===== src/rtl/imem_loader_if.sv =====
// Byte-stream input and instruction-memory write port of the instruction loader.
// slave: the loader side; master: the stream source / memory side.
interface imem_loader_if;
  logic        byte_valid;
  logic [7:0]  byte_data;
  logic        byte_ready;
  logic        wr_en;
  logic [31:0] wr_addr;
  logic [31:0] wr_data;

  modport slave  (input  byte_valid, byte_data,
                  output byte_ready, wr_en, wr_addr, wr_data);
  modport master (output byte_valid, byte_data,
                  input  byte_ready, wr_en, wr_addr, wr_data);
endinterface


===== src/rtl/imem_loader.sv =====
// Boot loader: takes a count byte and N little-endian words, then writes them to imem and releases cpu_reset.
// Optional trailing XOR checksum byte when LOADER_CHECKSUM_EN is defined.
module imem_loader #(
  parameter int MAX_WORDS = 16
) (
  input  logic         clk,
  input  logic         reset,
  input  logic         start,
  imem_loader_if.slave bus,
  output logic         cpu_reset,
  output logic         done,
  output logic         err
);
  localparam int KW = (MAX_WORDS > 1) ? $clog2(MAX_WORDS) : 1;

  typedef enum logic [2:0] {
    IDLE, COUNT, DATA, WRITE,
`ifdef LOADER_CHECKSUM_EN
    CHECK,
`endif
    DONE, ERROR
  } state_e;

  state_e      state_q, state_d;
  logic [7:0]  n_q, n_d;
  logic [KW-1:0] k_q, k_d;
  logic [1:0]  b_q, b_d;
  logic [23:0] word_q, word_d;   // first three bytes of the word in flight
  logic [31:0] addr_q, addr_d;
  logic [31:0] data_q, data_d;
`ifdef LOADER_CHECKSUM_EN
  logic [7:0]  csum_q, csum_d;
`endif
  logic        rdy;
  logic        xfer;

  assign xfer = bus.byte_valid & rdy;

  always_ff @(posedge clk) begin
    if (reset) begin
      state_q <= IDLE;
      n_q     <= '0;
      k_q     <= '0;
      b_q     <= '0;
      word_q  <= '0;
      addr_q  <= '0;
      data_q  <= '0;
`ifdef LOADER_CHECKSUM_EN
      csum_q  <= '0;
`endif
    end else begin
      state_q <= state_d;
      n_q     <= n_d;
      k_q     <= k_d;
      b_q     <= b_d;
      word_q  <= word_d;
      addr_q  <= addr_d;
      data_q  <= data_d;
`ifdef LOADER_CHECKSUM_EN
      csum_q  <= csum_d;
`endif
    end
  end

  always_comb begin
    state_d = state_q;
    n_d     = n_q;
    k_d     = k_q;
    b_d     = b_q;
    word_d  = word_q;
    addr_d  = addr_q;
    data_d  = data_q;
`ifdef LOADER_CHECKSUM_EN
    csum_d  = csum_q;
`endif
    rdy     = 1'b0;
    case (state_q)
      IDLE: if (start) state_d = COUNT;
      COUNT: begin
        rdy = 1'b1;
        if (xfer) begin
          n_d = bus.byte_data;
          k_d = '0;
          b_d = '0;
`ifdef LOADER_CHECKSUM_EN
          csum_d = '0;
`endif
          if (bus.byte_data == 8'd0 || {24'd0, bus.byte_data} > 32'(MAX_WORDS))
            state_d = ERROR;
          else
            state_d = DATA;
        end
      end
      DATA: begin
        rdy = 1'b1;
        if (xfer) begin
          word_d = {bus.byte_data, word_q[23:8]};
          b_d    = b_q + 2'd1;
`ifdef LOADER_CHECKSUM_EN
          csum_d = csum_q ^ bus.byte_data;
`endif
          if (b_q == 2'd3) begin
            addr_d  = 32'(k_q) << 2;
            data_d  = {bus.byte_data, word_q};
            state_d = WRITE;
          end
        end
      end
      WRITE: begin
        if (32'(k_q) + 32'd1 < {24'd0, n_q}) begin
          k_d     = k_q + 1'b1;
          state_d = DATA;
        end else begin
`ifdef LOADER_CHECKSUM_EN
          state_d = CHECK;
`else
          state_d = DONE;
`endif
        end
      end
`ifdef LOADER_CHECKSUM_EN
      CHECK: begin
        rdy = 1'b1;
        if (xfer) state_d = (bus.byte_data == csum_q) ? DONE : ERROR;
      end
`endif
      DONE:    if (start) state_d = COUNT;
      ERROR:   if (start) state_d = COUNT;
      default: state_d = IDLE;
    endcase
  end

  assign bus.byte_ready = rdy;
  assign bus.wr_en      = (state_q == WRITE);
  assign bus.wr_addr    = addr_q;
  assign bus.wr_data    = data_q;
  assign done           = (state_q == DONE);
  assign err            = (state_q == ERROR);
  assign cpu_reset      = (state_q != DONE);
endmodule


===== src/flat_wrapper.sv =====
// flat-port wrapper written by rule: the top's interface ports become plain ports
module imem_loader_flat 
#(
  parameter int MAX_WORDS = 16
)
  (clk, reset, start, cpu_reset, done, err, bus_byte_valid, bus_byte_data, bus_byte_ready, bus_wr_en, bus_wr_addr, bus_wr_data);
  imem_loader_if bus_i ();
  input  logic clk;
  input  logic reset;
  input  logic start;
  output logic cpu_reset;
  output logic done;
  output logic err;
  input wire logic [$bits(bus_i.byte_valid)-1:0] bus_byte_valid;
  input wire logic [$bits(bus_i.byte_data)-1:0] bus_byte_data;
  output wire logic [$bits(bus_i.byte_ready)-1:0] bus_byte_ready;
  output wire logic [$bits(bus_i.wr_en)-1:0] bus_wr_en;
  output wire logic [$bits(bus_i.wr_addr)-1:0] bus_wr_addr;
  output wire logic [$bits(bus_i.wr_data)-1:0] bus_wr_data;
  assign bus_i.byte_valid = bus_byte_valid;
  assign bus_i.byte_data = bus_byte_data;
  assign bus_byte_ready = bus_i.byte_ready;
  assign bus_wr_en = bus_i.wr_en;
  assign bus_wr_addr = bus_i.wr_addr;
  assign bus_wr_data = bus_i.wr_data;
  imem_loader #(.MAX_WORDS(MAX_WORDS)) u_core (.clk(clk), .reset(reset), .start(start), .bus(bus_i), .cpu_reset(cpu_reset), .done(done), .err(err));
endmodule

===== config.mk =====
export PLATFORM = sky130hd
export DESIGN_NAME = imem_loader_flat
export DESIGN_NICKNAME = d
export VERILOG_FILES = /design/src/rtl/imem_loader_if.sv /design/src/rtl/imem_loader.sv /design/src/flat_wrapper.sv
export SDC_FILE = /design/constraint.sdc
export NUM_CORES = 1
export LEC_CHECK = 0
export ABC_AREA = 0
export CORE_ASPECT_RATIO = 1.1
export CORE_MARGIN = 1
export CORE_UTILIZATION = 30
export DETAILED_ROUTE_END_ITERATION = 6
export MAX_ROUTING_LAYER = met4
export RECOVER_POWER = 25
export REMOVE_ABC_BUFFERS = 1
export SETUP_SLACK_MARGIN = 0.15
export SYNTH_ARGS = -nofsm -noshare
export SYNTH_HDL_FRONTEND = slang
export SYNTH_SLANG_ARGS = --single-unit

===== constraint.sdc =====
create_clock -name clk -period 6.8 [get_ports clk]
set_clock_uncertainty 0.1 [all_clocks]
set_input_delay 1.02 -clock clk [delete_from_list [all_inputs] [get_ports clk]]
set_output_delay 1.02 -clock clk [all_outputs]
set_load 0.01 [all_outputs]

==> results of run 1 <==
[state kept, by name (all words and copies together) (netlist names)]
register	cells
u_core.word_q	24
u_core.k_q	4
u_core.n_q	8
u_core.b_q	2
u_core.bus.wr_data	32
u_core.bus.wr_addr	4
u_core.state_q	3
[cell usage in the layout (no fill, tap or decap), types with 2 or more instances in the layout]
| master | count |
|---|---|
| sky130_fd_sc_hd__nand2_1 | 138 |
| sky130_fd_sc_hd__a21oi_1 | 77 |
| sky130_fd_sc_hd__dfxtp_1 | 77 |
| sky130_fd_sc_hd__dlygate4sd3_1 | 29 |
| sky130_fd_sc_hd__conb_1 | 28 |
| sky130_fd_sc_hd__clkdlybuf4s50_1 | 22 |
| sky130_fd_sc_hd__clkbuf_16 | 9 |
| sky130_fd_sc_hd__inv_1 | 6 |
| sky130_fd_sc_hd__nand2b_1 | 6 |
| sky130_fd_sc_hd__nor2_1 | 6 |
| sky130_fd_sc_hd__ha_1 | 6 |
| sky130_fd_sc_hd__nor2b_1 | 5 |
| sky130_fd_sc_hd__o211ai_1 | 5 |
| sky130_fd_sc_hd__nand4_1 | 4 |
| sky130_fd_sc_hd__and2_1 | 3 |
| sky130_fd_sc_hd__a211oi_1 | 3 |
| sky130_fd_sc_hd__clkbuf_8 | 3 |
| sky130_fd_sc_hd__nand3_1 | 2 |
| sky130_fd_sc_hd__and3b_1 | 2 |
| sky130_fd_sc_hd__a21o_1 | 2 |
| sky130_fd_sc_hd__nor4_1 | 2 |
| sky130_fd_sc_hd__a311oi_1 | 2 |
[path summary, 6_finish.rpt]
check | startpoint | end | slack (ps) | cells after the start
worst max-delay path | bus_byte_valid | u_core.bus.wr_data[29] | 2990 | 5
worst min-delay path | u_core.bus.wr_data[7] | u_core.bus.wr_data[7] | 350 | 2
worst max register to register | u_core.state_q[1] | u_core.bus.wr_data[29] | 3730 | 4
worst min register to register | u_core.bus.wr_data[7] | u_core.bus.wr_data[7] | 350 | 2
[cell type report]
| class | instances | share of cell area (%) |
|---|---|---|
| clock buffer | 13 | 6.60 |
| tap | 143 | 4.37 |
| inverter | 6 | 0.550 |
| timing repair buffer | 53 | 12.8 |
| multi-input combinational | 310 | 37.0 |
| sequential | 77 | 37.6 |
| clock inverter | 3 | 1.04 |
[power breakdown]
| group | internal, mW | switching [mW] | leakage, nW | total (mW) |
|---|---|---|---|---|
| logic | 0.0345 | 0.0560 | 0.735 | 0.0905 |
| clock network | 0.313 | 0.176 | 0.152 | 0.489 |
| registers | 0.460 | 0.0117 | 0.621 | 0.472 |
[routing by layer]
metal	wire length [um]	track usage [%]	up-vias
met1	3210	16.4	1245
met2	3300	20.7	67
li1	-	-	1407
met3	268	2.62	10
met4	133	6.95	0
met5	0	-	-
[logic make-up after synthesis]
kind of cell    synth area share [%]
mux                            0.338
simple gates                    22.8
other cells                    0.113
compound gates                  16.5
xor+xnor                       0.526
flops                           46.3
fa+ha+maj                       2.25
buf+inv                         11.2
[per-stage QoR]
stage	hold slack (ps)	power, mW	setup slack [ps]
after floorplan	326	0.534	3980
after global placement	337	0.571	2650
after detailed placement	347	0.571	2590
after CTS	355	1.06	2920
after global routing	371	1.10	2650
final	348	1.05	2990
[worst reg2reg max path, cell delays in order (launching register included)]
cell and delay (ps):
sky130_fd_sc_hd__dfxtp_1 540, sky130_fd_sc_hd__and4bb_1 910, sky130_fd_sc_hd__and2_1 1080, sky130_fd_sc_hd__nand2_1 170, sky130_fd_sc_hd__a21oi_1 180
==> key figures, run 1 <==
GRT
  • Pin count of the biggest net entering global routing: 79
  • Via count of the first global-routing pass: 2553
  • All-layer global routing usage: 13.4%
  • First-pass GRT wire length: 11700 um
  • GRT overflow: 0
  • Antenna violations before repair: 0

Timing
  • RSZ-0062 raised after global routing: no
  • Number of endpoints with negative hold slack in the final report: 0
  • Number of pins exceeding their max-slew limit in the final report: 0
  • Maximum clock frequency: 262 MHz
  • Setup TNS: 0 ps
  • Final period utilization: 56.1%
  • Clock period minus final worst setup slack: 3810 ps
  • Slew at the pin closest to its max-slew limit: 1250 ps
  • Final Setup Violations: 0
  • Relative slew slack: 16.9%

Logic synthesis
  • Number of flops mapped to enable cells by yosys: 0
  • Number of distinct library cells after synthesis: 40
  • Proportion of netlist area held by the largest area contributor: 46.3%
  • Warnings from Yosys: 0
  • Number of instances in the synthesized netlist: 423
  • Flop and latch count out of synthesis: 77
  • Library cell with the highest instance count after synthesis: sky130_fd_sc_hd__nand2_1
  • Largest area contributor in the synthesized netlist: sky130_fd_sc_hd__dfxtp_1
  • Post-synth design cell area: 3330 um2
  • Top cells by area, synth: sky130_fd_sc_hd__dfxtp_1, sky130_fd_sc_hd__nand2_1, sky130_fd_sc_hd__a21oi_1
  • Async set-reset flop share out of synthesis: 0%
  • Syn_area_per_cell: 7.87 um2
  • Ys flop type: sky130_fd_sc_hd__dfxtp_1
  • Commonest cells in the synthesized netlist: sky130_fd_sc_hd__nand2_1, sky130_fd_sc_hd__a21oi_1, sky130_fd_sc_hd__dfxtp_1
  • Sequential-to-total area share from yosys stat: 46.3%

Setup path
  • Worst-path fanout max: 36
  • Crit-path leading delay family: simple AND/OR/NAND/NOR gates
  • Cell-by-cell listing of the critical path: clkdlybuf4s50_1 > and4bb_1 > and2_1 > nand2_1 > a21oi_1
  • Crit path DAT: 3970 ps
  • Number of buffer and inverter instances along the worst setup path: 1
  • Crit path largest cell delay: 1080 ps
  • Type of origin of the critical path: input port
  • CP Class: input port to flop
  • Cell with the largest stage delay on the worst path: sky130_fd_sc_hd__and2_1
  • Worst Setup End Kind: flop
  • Worst path required time: 6950 ps

Clocking
  • Worst-skew pair later-pin latency: 330 ps
  • Postcts setup bufs: 0
  • Number of buffers between clock root and the deepest sink: 2
  • Clock-pin slew on the worst setup and hold paths: 60 ps
  • Post-CTS Resized: 0
  • Root buffer cell: sky130_fd_sc_hd__clkbuf_16
  • Htree depth: 3
  • Number of buffers added by the clock tree synthesis step: 9
  • Count of hold-fix buffers inserted at cts: 0
  • Clock tree from TritonCTS: done
  • Sink count of the clock tree: 77

Floorplan
  • Initial cell density of the core: 31.4%
  • Floorplan row count: 39
  • Core Box Area: 10600 um2
  • Full die area: 11500 um2
  • Die Y-Extent: 112 um
  • Die W: 102 um
  • IO Pins: 81

Layout
  • Utilization after layout: 38.7%
  • Total area of sequential cells: 1540 um2
  • Final-layout fill cell count: 1115
  • Final Instance Area: 4100 um2
  • Layout cells sized above 1: 5.19%
  • Area overhead of the layout relative to synthesis: 23.0%
  • Final cell count without fillers: 605
  • Diodes inserted: 0
  • Number of nets in the layout: 475
  • Multi-input gate area: 1520 um2

Route
  • Wire per inst: 11.4 um
  • Iteration count of the initial detailed-routing pass: 4
  • Via Count: 2729
  • Per-cell via count in the routed design: 4.51
  • DRC violations left: 0
  • Total wirelength of the detailed-routed design: 6920 um
  • Starting DRC count in detailed routing: 136
  • Remaining number of nets flagged by the antenna check after routing: 0

Run status
  • Run status: finished clean

Job
  • Count of max-cap constraint violations: 0

Worst hold path
  • Min-Delay Path Class: flop to flop

Placement
  • Input/output buffers: 52
  • Placed insts: 589
  • Cell area after placement: 3780 um2
  • Final weighted congestion in routability-driven placement: 0.837
  • Post-detailed-placement half-perimeter wirelength: 4530 um

Pwr
  • Leakage power: 1.51 nW
  • Pwr/cell area: 257 nW/um2
  • Largest vdd supply drop: 0.0948 mV
Note: power is estimated with default switching activity, not from simulation.
==> run 2: changes to the inputs <==
==> constraint.sdc (replaced) <==
create_clock -name clk -period 3.08 [get_ports clk]
set_clock_uncertainty 0.1 [all_clocks]
set_input_delay 0.462 -clock clk [delete_from_list [all_inputs] [get_ports clk]]
set_output_delay 0.462 -clock clk [all_outputs]
set_load 0.01 [all_outputs]
==> run 2 against run 1 <==
Combinational power up 130%. Core utilization rose by 0.69 points. Worst hold slack improved by 4.3 ps. Critical endpoint is now done. Non-clock buffer count rose by 6. Count of clock-buffer cells in the layout decreased by 4. Design area grew 1.8%. Die area did not move. Largest cell class unchanged. Register-to-register slack lost 3000 ps. First-iteration DRC count up 6.6%. Wire length rose by 3.6%. Clock power up 140%. Critical path depth is 1 lower.
==> key figures, run 2 (synthesis gave the netlist of run 1 again) <==
Run status
  • Run status: finished clean

GRT
  • GRT overflow: 0 (unchanged)
  • Antenna violations before repair: 0 (unchanged)
  • All-layer global routing usage: 13.7% (+0.27 points)
  • Via count of the first global-routing pass: 2580 (+1.1%)
  • Pin count of the biggest net entering global routing: 52 (-34%)
  • First-pass GRT wire length: 12000 um (+2.5%)

Route
  • Metal-1 WL: 3240 um (+0.97%)
  • Total wirelength of the detailed-routed design: 7160 um (+3.6%)
  • DRC violations left: 0 (unchanged)
  • Wire per inst: 11.7 um (+2.6%)
  • Total met3 wirelength after detailed routing: 338 um (+26%)
  • Wire length on met2: 3490 um (+5.7%)
  • Per-cell via count in the routed design: 4.60 (+2.0%)
  • Top routing layer in use: met4
  • Via Count: 2811 (+3.0%)
  • Iteration count of the initial detailed-routing pass: 4 (unchanged)
  • Starting DRC count in detailed routing: 145 (+6.6%)
  • Remaining number of nets flagged by the antenna check after routing: 0 (unchanged)

Layout
  • Top library cells by usage in the layout, fill and taps aside: sky130_fd_sc_hd__nand2_1, sky130_fd_sc_hd__a21oi_1, sky130_fd_sc_hd__dfxtp_1
  • Max reg flops: 32 (unchanged)
  • Area overhead of the layout relative to synthesis: 25.2%
  • Layout cells sized above 1: 6.62% (+1.4 points)
  • Most common cell after layout, fill and taps aside: sky130_fd_sc_hd__nand2_1
  • Diodes inserted: 0 (unchanged)
  • Number of nets in the layout: 481 (+1.3%)

Clocking
  • Postcts setup bufs: 0 (unchanged)
  • Count of hold-fix buffers inserted at cts: 0 (unchanged)
  • Root buffer cell: sky130_fd_sc_hd__clkbuf_16
  • Clock-pin slew on the worst setup and hold paths: 60 ps (about the same)
  • Post-CTS Resized: 0 (unchanged)
  • Sink count of the clock tree: 77 (unchanged)
  • Worst-skew pair later-pin latency: 330 ps (about the same)
  • Number of buffers between clock root and the deepest sink: 2 (unchanged)
  • Clock tree from TritonCTS: done
  • Number of buffers added by the clock tree synthesis step: 9 (unchanged)
  • Htree depth: 3 (unchanged)

Timing
  • Worst Setup Slack, final: 625 ps (-2360 ps)
  • Setup TNS: 0 ps (unchanged)
  • RSZ-0062 raised after global routing: no
  • Slew at the pin closest to its max-slew limit: 962 ps (-284 ps)
  • Final Setup Violations: 0 (unchanged)
  • Number of pins exceeding their max-slew limit in the final report: 0 (unchanged)
  • Final period utilization: 79.7%
  • Clock period minus final worst setup slack: 2450 ps
  • Number of endpoints with negative hold slack in the final report: 0 (unchanged)
  • Relative slew slack: 35.8% (+19 points)
  • Maximum clock frequency: 407 MHz

Floorplan
  • Floorplan row count: 39 (unchanged)
  • Core Box Area: 10600 um2 (unchanged)
  • Die Y-Extent: 112 um (unchanged)
  • IO Pins: 81 (unchanged)
  • Full die area: 11500 um2 (unchanged)
  • Initial cell density of the core: 31.4% (unchanged)
  • Die W: 102 um (unchanged)

Setup path
  • Worst path required time: 2520 ps (-4430 ps)
  • CP Class: flop to output pin
  • Setup slack of the worst register-to-register path: 770 ps (-2960 ps)
  • Worst flop-to-flop path startpoint: u_core.k_q[0]
  • Critical register-to-register path endpoint: u_core.state_q[2]
  • Crit path largest cell delay: 560 ps (-520 ps)
  • Crit path DAT: 1890 ps (-2080 ps)
  • Cell-by-cell listing of the critical path: nand2b_1 > or2_2 > inv_1 > clkdlybuf4s50_1
  • Worst Setup End Kind: output pin
  • Worst-path fanout max: 15 (-58%)
  • Cell depth of the worst flop-to-flop path: 7 (+3)
  • Cell with the largest stage delay on the worst path: sky130_fd_sc_hd__dfxtp_1
  • Type of origin of the critical path: flop

Worst hold path
  • Min-Delay Path Class: flop to flop
  • Start point of the worst min-delay path: u_core.bus.wr_data[13]
  • Hold EP: u_core.bus.wr_data[13]
  • Hold path depth: 2 (unchanged)

Pwr
  • Leakage power: 1.54 nW (+2.4%)
  • Largest vdd supply drop: 0.293 mV (+210%)
  • Pwr/cell area: 578 nW/um2 (+130%)

Placement
  • Post-detailed-placement half-perimeter wirelength: 4920 um (+8.5%)
  • Input/output buffers: 52 (unchanged)
  • Post-Place Worst Slack: 597 ps (-2000 ps)
  • Final weighted congestion in routability-driven placement: 0.830 (-0.82%)

Job
  • Count of max-cap constraint violations: 0 (unchanged)
==> run 2: changes by cell type in the layout (fill, tap and decap cells not counted), sizes merged <==
| cell | delta |
|---|---|
| dlygate4sd3 | -1 |
| clkdlybuf4s50 | +1 |
| clkinvlp | -1 |
| buf | +6 |
| clkbuf | -4 |
| bufinv | +1 |
| inv | +4 |
==> run 2: how the worst max path moves through the flow <==
| stage | startpoint | endpoint | slack (ps) | cells past startpoint |
|---|---|---|---|---|
| after global routing | u_core.state_q[1] | bus_byte_ready | 530 | 3 |
| final | u_core.state_q[2] | done | 630 | 4 |
| after floorplan | u_core.state_q[1] | u_core.bus.wr_addr[2] | 770 | 4 |
| after CTS | u_core.state_q[2] | done | 610 | 4 |
| after detailed placement | bus_byte_valid | u_core.bus.wr_data[10] | 600 | 6 |
| after global placement | bus_byte_valid | u_core.bus.wr_data[17] | 640 | 6 |
==> run 2: cell type report <==
| cell class | instances | area [um2] |
|---|---|---|
| multi-input combinational | 310 | 1520 |
| clock buffer | 9 | 225 |
| sequential | 77 | 1540 |
| inverter | 6 | 22.5 |
| fill | 1097 | 6420 |
| tap | 143 | 179 |
| timing repair buffer | 59 | 581 |
| clock inverter | 7 | 103 |
==> run 2: stage by stage <==
stage               utilization [%]  hold WS [ps]  power [mW]  instances  cell area (um2)
CTS                            39.4           356        2.44        611             4170
global route                   39.4           373        2.51        611             4170
detailed placement             36.3           346        1.27        595             3840
finish                         39.4           352        2.41        611             4170
floorplan                         -           326        1.18        393             3080
global placement               36.3           341        1.27        595             3840
==> run 2: per-layer routing <==
layer	global-route usage, %	vias up
met5	-	-
met4	4.86	0
met3	4.23	8
met2	21.5	72
met1	16.4	1305
li1	-	1426
==> run 2: where the power goes <==
part / switching [mW] / internal [mW] / total (mW)
registers: 0.0263 / 1.02 / 1.04
clock network: 0.441 / 0.722 / 1.16
logic: 0.126 / 0.0809 / 0.207
==> run 2: critical path, delay by kind of cell (launching register included) <==
family	cells	cell delay [ps]
buffers and inverters	2	590
DFF	1	560
and+or+nand+nor	2	420
